$ cat config.mk
export PLATFORM = sky130hd
export DESIGN_NAME = nine_operand_loader
export DESIGN_NICKNAME = d
export VERILOG_FILES = /design/src/rtl/csa_pkg.sv /design/src/rtl/carry_save_adder.sv /design/src/rtl/nine_operand_loader.sv
export SDC_FILE = /design/constraint.sdc
export NUM_CORES = 1
export LEC_CHECK = 0
export BUFFER_PORTS_ARGS = -buffer_cell sky130_fd_sc_hd__buf_2
export CAP_MARGIN = 20
export CORE_MARGIN = 3
export CORE_UTILIZATION = 60
export CTS_CLUSTER_SIZE = 10
export DETAILED_ROUTE_END_ITERATION = 12
export HOLD_SLACK_MARGIN = 0.12
export PLACE_DENSITY = 0.78
export SETUP_SLACK_MARGIN = 0.5
export SYNTH_ARGS = -nofsm -noshare
export SYNTH_HDL_FRONTEND = slang
export SYNTH_SLANG_ARGS = --single-unit
$ cat constraint.sdc
create_clock -name clk -period 5.3 [get_ports clk]
set_input_delay 0 -clock clk [delete_from_list [all_inputs] [get_ports clk]]
set_output_delay 0 -clock clk [all_outputs]
set_load 0.05 [all_outputs]
$ cat src/rtl/csa_pkg.sv
// ---------------------------------------------------------------------------
// csa_pkg
// Shared definitions for the nine-operand carry-save adder and its serial
// operand loader.
//   WIDTH      : operand and sum width (fixed to the adder width)
//   NUM_OPS    : operands per batch (fixed to the adder input count)
//   LAST_SLOT  : load_count value at which the final operand is accepted
//   state_e    : loader FSM states
//   csa_pair_t : sum/carry vectors produced by one 3:2 compressor row
//   csa3()     : one 3:2 compressor row, carry already shifted into place
// ---------------------------------------------------------------------------
package csa_pkg;

    localparam int WIDTH   = 23;
    localparam int NUM_OPS = 9;

    localparam logic [3:0] LAST_SLOT = 4'(NUM_OPS - 1);

    typedef enum logic [1:0] {
        LOAD = 2'd0,
        CALC = 2'd1,
        HOLD = 2'd2
    } state_e;

    typedef struct packed {
        logic [WIDTH-1:0] sum;
        logic [WIDTH-1:0] carry;
    } csa_pair_t;

    // The carry vector is shifted left by one inside WIDTH bits, so the
    // carry out of the top bit is dropped and the arithmetic stays modulo
    // 2^WIDTH all the way through the tree.
    function automatic csa_pair_t csa3(
        input logic [WIDTH-1:0] a,
        input logic [WIDTH-1:0] b,
        input logic [WIDTH-1:0] c
    );
        csa_pair_t r;
        r.sum   = a ^ b ^ c;
        r.carry = ((a & b) | (a & c) | (b & c)) << 1;
        return r;
    endfunction

endpackage

$ cat src/rtl/carry_save_adder.sv
// ---------------------------------------------------------------------------
// carry_save_adder
// Purely combinational nine-input adder. A Wallace-style tree of 3:2
// compressors reduces nine operands to two, and a single carry-propagate
// add produces the final result.
//   I0..I8 : input  [WIDTH-1:0]  operands
//   out    : output [WIDTH-1:0]  sum of I0..I8 modulo 2^WIDTH
// ---------------------------------------------------------------------------
module carry_save_adder
    import csa_pkg::*;
(
    input  logic [WIDTH-1:0] I0,
    input  logic [WIDTH-1:0] I1,
    input  logic [WIDTH-1:0] I2,
    input  logic [WIDTH-1:0] I3,
    input  logic [WIDTH-1:0] I4,
    input  logic [WIDTH-1:0] I5,
    input  logic [WIDTH-1:0] I6,
    input  logic [WIDTH-1:0] I7,
    input  logic [WIDTH-1:0] I8,
    output logic [WIDTH-1:0] out
);

    csa_pair_t l1a, l1b, l1c;
    csa_pair_t l2a, l2b;
    csa_pair_t l3;
    csa_pair_t l4;

    // Reduction 9 -> 6 -> 4 -> 3 -> 2, then one carry-propagate add.
    always_comb begin
        l1a = csa3(I0, I1, I2);
        l1b = csa3(I3, I4, I5);
        l1c = csa3(I6, I7, I8);

        l2a = csa3(l1a.sum, l1a.carry, l1b.sum);
        l2b = csa3(l1b.carry, l1c.sum, l1c.carry);

        l3  = csa3(l2a.sum, l2a.carry, l2b.sum);

        l4  = csa3(l3.sum, l3.carry, l2b.carry);

        out = l4.sum + l4.carry;
    end

endmodule

$ cat src/rtl/nine_operand_loader.sv
// ---------------------------------------------------------------------------
// nine_operand_loader
// Collects nine operands over a valid/ready stream into an operand bank
// that feeds the carry_save_adder, registers the adder result and presents
// it on a valid/ready output handshake.
//   clk        : input         rising-edge clock
//   rst_n      : input         asynchronous active-low reset
//   in_valid   : input         in_data holds an operand
//   in_ready   : output        an operand can be accepted this cycle
//   in_data    : input  [22:0] operand word
//   flush      : input         discard a partially loaded batch
//   load_count : output [3:0]  operands accepted in the current batch
//   sum_valid  : output        sum_data holds a result
//   sum_ready  : input         consumer accepts the result
//   sum_data   : output [22:0] nine-way sum modulo 2^23
// ---------------------------------------------------------------------------
module nine_operand_loader
    import csa_pkg::*;
(
    input  logic             clk,
    input  logic             rst_n,
    input  logic             in_valid,
    output logic             in_ready,
    input  logic [WIDTH-1:0] in_data,
    input  logic             flush,
    output logic [3:0]       load_count,
    output logic             sum_valid,
    input  logic             sum_ready,
    output logic [WIDTH-1:0] sum_data
);

    state_e           state_q, state_d;
    logic [3:0]       count_q, count_d;
    logic [WIDTH-1:0] slot_q [NUM_OPS];
    logic [WIDTH-1:0] sum_q;
    logic [WIDTH-1:0] adder_out;
    logic             accept;

    // Both handshake outputs are decoded from the state register only, so
    // neither has a combinational path from in_valid or sum_ready.
    assign in_ready   = (state_q == LOAD);
    assign sum_valid  = (state_q == HOLD);
    assign load_count = count_q;
    assign sum_data   = sum_q;

    always_ff @(posedge clk or negedge rst_n) begin
        if (!rst_n) begin
            state_q <= LOAD;
            count_q <= 4'd0;
        end else begin
            state_q <= state_d;
            count_q <= count_d;
        end
    end

    // Flush takes priority over an accept in the same cycle, so a word that
    // arrives together with flush (even the ninth) is dropped.
    always_comb begin
        state_d = state_q;
        count_d = count_q;
        accept  = 1'b0;
        unique case (state_q)
            LOAD: begin
                if (flush) begin
                    count_d = 4'd0;
                end else if (in_valid) begin
                    accept  = 1'b1;
                    count_d = count_q + 4'd1;
                    if (count_q == LAST_SLOT) begin
                        state_d = CALC;
                    end
                end
            end
            CALC: begin
                state_d = HOLD;
            end
            HOLD: begin
                if (sum_ready) begin
                    state_d = LOAD;
                    count_d = 4'd0;
                end
            end
            default: begin
                state_d = LOAD;
                count_d = 4'd0;
            end
        endcase
    end

    // The k-th accepted word lands in slot k, which drives adder input Ik.
    always_ff @(posedge clk or negedge rst_n) begin
        if (!rst_n) begin
            for (int i = 0; i < NUM_OPS; i++) begin
                slot_q[i] <= '0;
            end
        end else begin
            for (int i = 0; i < NUM_OPS; i++) begin
                if (accept && (count_q == 4'(i))) begin
                    slot_q[i] <= in_data;
                end
            end
        end
    end

    // The result is captured at the end of CALC and then held, including
    // after the output handshake, until the next batch completes.
    always_ff @(posedge clk or negedge rst_n) begin
        if (!rst_n) begin
            sum_q <= '0;
        end else if (state_q == CALC) begin
            sum_q <= adder_out;
        end
    end

    carry_save_adder u_adder (
        .I0  (slot_q[0]),
        .I1  (slot_q[1]),
        .I2  (slot_q[2]),
        .I3  (slot_q[3]),
        .I4  (slot_q[4]),
        .I5  (slot_q[5]),
        .I6  (slot_q[6]),
        .I7  (slot_q[7]),
        .I8  (slot_q[8]),
        .out (adder_out)
    );

endmodule

==> results.md <==
- The minimum clock period is 4.627 ns.
- Counting flops with a built-in enable in the synthesized netlist gives 0.
- The cell with the biggest individual delay on the critical path is sky130_fd_sc_hd__fa_1.
- Setup repair after global routing left no endpoint under its margin.
- Of the cells placed in the final design, the portion with a size suffix greater than 1 is 0.2475.
- Summed over all layers, the global routing overflow is 0.
- Timing analysis after detailed placement gives a worst setup slack of 0.5423 ns.
- The initial utilization of the core area, before any placement, comes to 0.6224.
- In the routed layout, each cell is associated on average with a via count of 5.485.
- The end of the worst register-to-register path is sum_data[20]$_DFFE_PN0P_.
- The number of failing setup endpoints in the final timing report is 0.
- The critical path is of the reg -> reg type.
- The worst-case register-to-register setup slack is 0.67 ns.
- The final setup skew is 0.02111 ns.
- The area used by multi-input combinational logic is 6954 um2.
- The ratio of final minimum period to clock period is 0.8730.
- The final standard cell count with taps included and fillers excluded is 1488.
- The first TritonRoute pass finished after 5 iterations.
- The count of cells along the worst register-to-register path is 17.
- The library cell used most frequently in the layout, excluding fill and tap cells, is sky130_fd_sc_hd__dfrtp_1.
- The mean area per synthesized cell is 12.47 um2.
- For this run, the register share of the synthesized area comes to 0.4269.
- The synthesis-to-finish area growth is 12.21%.
- STA classifies the critical path endpoint as a flip-flop.
- The tool flagged a number of max-cap violations equal to 0.
- The total standard cell area after synthesis is 13830 um2.
- Yosys printed 0 warnings.
- Static timing analysis puts the maximum clock frequency at 216.1 MHz.
- The overall routed net length is 27.43 mm.
- The vertical die dimension is 157.8 um.
- The die covers 24920 um2.
- The hold violation count in the final report came to 0.
- The worst flop-to-flop path startpoint is slot_q[71]$_DFFE_PN0P_.
- STA puts the critical path data arrival time at 5.04 ns.
- For the pin with the worst max-slew slack, the measured transition is 0.9169 ns.
- After detailed routing, the average wire length per cell comes to 18.43 um.
- The kind of cell with the highest combined delay along the critical path is adder cells.
- The worst min-delay path class is in -> async.
- The number of global-route vias before repair is 9136.
- The total of fill cells in the finished design is 1545.
- The count of input and output buffers is 56.
- Counting both buffers and inverters, the worst setup path holds a total of 5.
- The number of diodes added for antenna fixing is 0.
- The most common flop cell mapped by yosys is sky130_fd_sc_hd__dfrtp_1.
- Headroom to the max-slew limit came out at 0.3875.
- In this design, the stage delay of the slowest critical-path cell is 0.54 ns.
- The critical path starts at slot_q[71]$_DFFE_PN0P_.
- Of all flip-flops after synthesis, the portion carrying an async set or reset was 1.000.
- The flop and latch count out of synthesis is 236.
- The final-report max-slew violation count is 0.
- The deepest level of the CTS H-tree is 1.
- STA puts the critical path data required time at 5.71 ns.
- The cell count after synthesis came out at 1109.
- TritonCTS created 28 clock buffers.
- In this run the deepest clock path goes through 3 buffers.
- For this run, the post-layout net count is 1405.
- The number of antenna violations at the first check in global routing is 0.
- Routability-driven placement finished with a final weighted congestion of 0.8345.
- For this run, the share of the core covered by cells in the final layout is 0.6984.
- For this run, the total global-route usage over all layers was measured as 0.2360.
- The floorplan has 54 rows.
- The CTS tree is yes.
- The clock root buffer master is sky130_fd_sc_hd__clkbuf_16.
- The pin count of the biggest net entering global routing is 134.
- The number of instances in the placed design is 1422.
- Synthesis produced a netlist with a net count of 1314.
- The area of the core is 22230 um2.
- In the layout the commonest cells are 236 x sky130_fd_sc_hd__dfrtp_1, 219 x sky130_fd_sc_hd__inv_1, 186 x sky130_fd_sc_hd__mux2_2.
- The half-perimeter wire length after detailed placement is 19.12 mm.
- The signal on the critical path passes through inv_1 -> fa_1 -> inv_1 -> fa_1 -> inv_1 -> fa_1 -> inv_1 -> fa_1 -> ha_2 -> inv_1 -> fa_1 -> nand2b_4 -> a21oi_4 -> o211ai_2 -> a31oi_4 -> a31oi_1 -> mux2_2.
- The run finished with clean final reports.
- The total number of vias is 8162.
- For this run, design rule violations remaining after detail routing come to 0.
- After layout, the worst setup slack is 0.6732 ns.
- The count of clock tree sinks is 236.
- The number of distinct standard cells referenced by the synthesized netlist is 54.
- The clock slew at the register clock pins of the worst setup and hold paths is 0.05 ns.
- The detailed router finished its first iteration with 435 violations.
- Across the whole layout, storage elements account for 5906 um2.
- The maximum net fanout on the critical path is 4.
- The floorplan die width is 157.8 um.
- The depth of the critical timing path with buffers and inverters included is 17.
- The startpoint type of the worst setup path is a flip-flop.
- The clock reaches the later pin of the worst-skew pair after 0.53 ns.
- The count of antenna-violating nets left after detailed routing is 0.
- Following the worst setup path forward leads to its endpoint at sum_data[20]$_DFFE_PN0P_.
- The first global-routing pass estimated 46.15 mm of wire.
- Setup total negative slack on the finished layout was measured at 0 ns.
- In this run the count of I/O pins placed on the die edge is 57.
==> worst min path at each step <==
stage / end / from / depth (start not counted) / slack [ns]
floorplan: load_count[0]$_DFFE_PN0P_ / rst_n / 0 / -0.30
global placement: slot_q[143]$_DFFE_PN0P_ / rst_n / 1 / 0.1
detailed placement: slot_q[143]$_DFFE_PN0P_ / rst_n / 1 / 0.1
CTS: slot_q[143]$_DFFE_PN0P_ / rst_n / 2 / 0.13
global route: slot_q[143]$_DFFE_PN0P_ / rst_n / 2 / 0.14
finish: slot_q[143]$_DFFE_PN0P_ / rst_n / 2 / 0.07
==> Yosys cell counts (all sizes together), types with 2 or more instances <==
| cell type | count | area, um2 |
|---|---|---|
| ha | 27 | 337.8 |
| o22ai | 2 | 12.51 |
| mux2 | 186 | 2095 |
| nor2b | 2 | 12.51 |
| nand3 | 5 | 25.02 |
| a21oi | 12 | 63.81 |
| xor2 | 5 | 43.79 |
| inv | 219 | 822.0 |
| mux2i | 2 | 20.02 |
| dfrtp | 236 | 5906 |
| o21ai | 47 | 235.2 |
| fa | 150 | 3003 |
| a21o | 3 | 22.52 |
| o221ai | 2 | 17.52 |
| nor2 | 18 | 67.56 |
| or2 | 2 | 12.52 |
| buf | 27 | 158.9 |
| a211oi | 2 | 15.01 |
| o211ai | 3 | 27.52 |
| nand4 | 4 | 25.02 |
| o31ai | 8 | 60.06 |
| or4 | 2 | 15.01 |
| o21bai | 3 | 33.78 |
| a31oi | 3 | 18.77 |
| xnor2 | 19 | 166.4 |
| a211o | 2 | 17.52 |
| nand2b | 4 | 25.02 |
| nor3 | 9 | 50.05 |
| o21a | 8 | 60.06 |
| clkbuf | 7 | 36.28 |
| and2 | 6 | 37.54 |
| or3 | 4 | 30.03 |
| nand2 | 68 | 255.2 |
==> layout make-up <==
cell class,count,share of cell area
Multi-Input combinational cell,620,0.4480
Sequential cell,236,0.3804
Inverter,219,0.05295
Clock buffer,37,0.04997
Timing Repair Buffer,95,0.04417
Tap cell,280,0.02257
Clock inverter,1,0.001934
==> sequential cells by signal (all words and copies together) (netlist names) <==
register,cells
slot_q,207
load_count,4
state_q,2
sum_data,23
==> per-stage QoR <==
step                hold WS, ns  area (um2)
floorplan               -0.2956       13830
global placement        0.09733       14370
detailed placement      0.09783       14400
CTS                      0.1265       15480
global route             0.1415       15520
finish                  0.07450       15520
==> per-layer routing <==
layer	track usage	vias up	wire [um]
met5	0	-	0
met4	0.06074	0	610
met3	0.03827	49	1261
met2	0.3979	174	13630
met1	0.3247	4243	11930
li1	-	3696	-
==> repair_timing <==
action	CTS	global route
hold buffers	28	0
endpoints found under the hold margin	315	0
buffers inserted	0	0
gates resized for setup	0	7
endpoints found under the setup margin	0	5
==> kinds of logic after synthesis <==
family / Yosys count / synth area share
flip-flops: 236 / 0.4269
adder cells (fa/ha/maj): 177 / 0.2415
AO/OA/AOI/OAI: 102 / 0.04676
AND/OR/NAND/NOR: 129 / 0.04332
buffers and inverters: 253 / 0.07353
XOR/XNOR: 24 / 0.01519
multiplexers: 188 / 0.1528
Power is not shown: default switching activity piles up to over one toggle a cycle in this logic, so the estimate is an artifact.
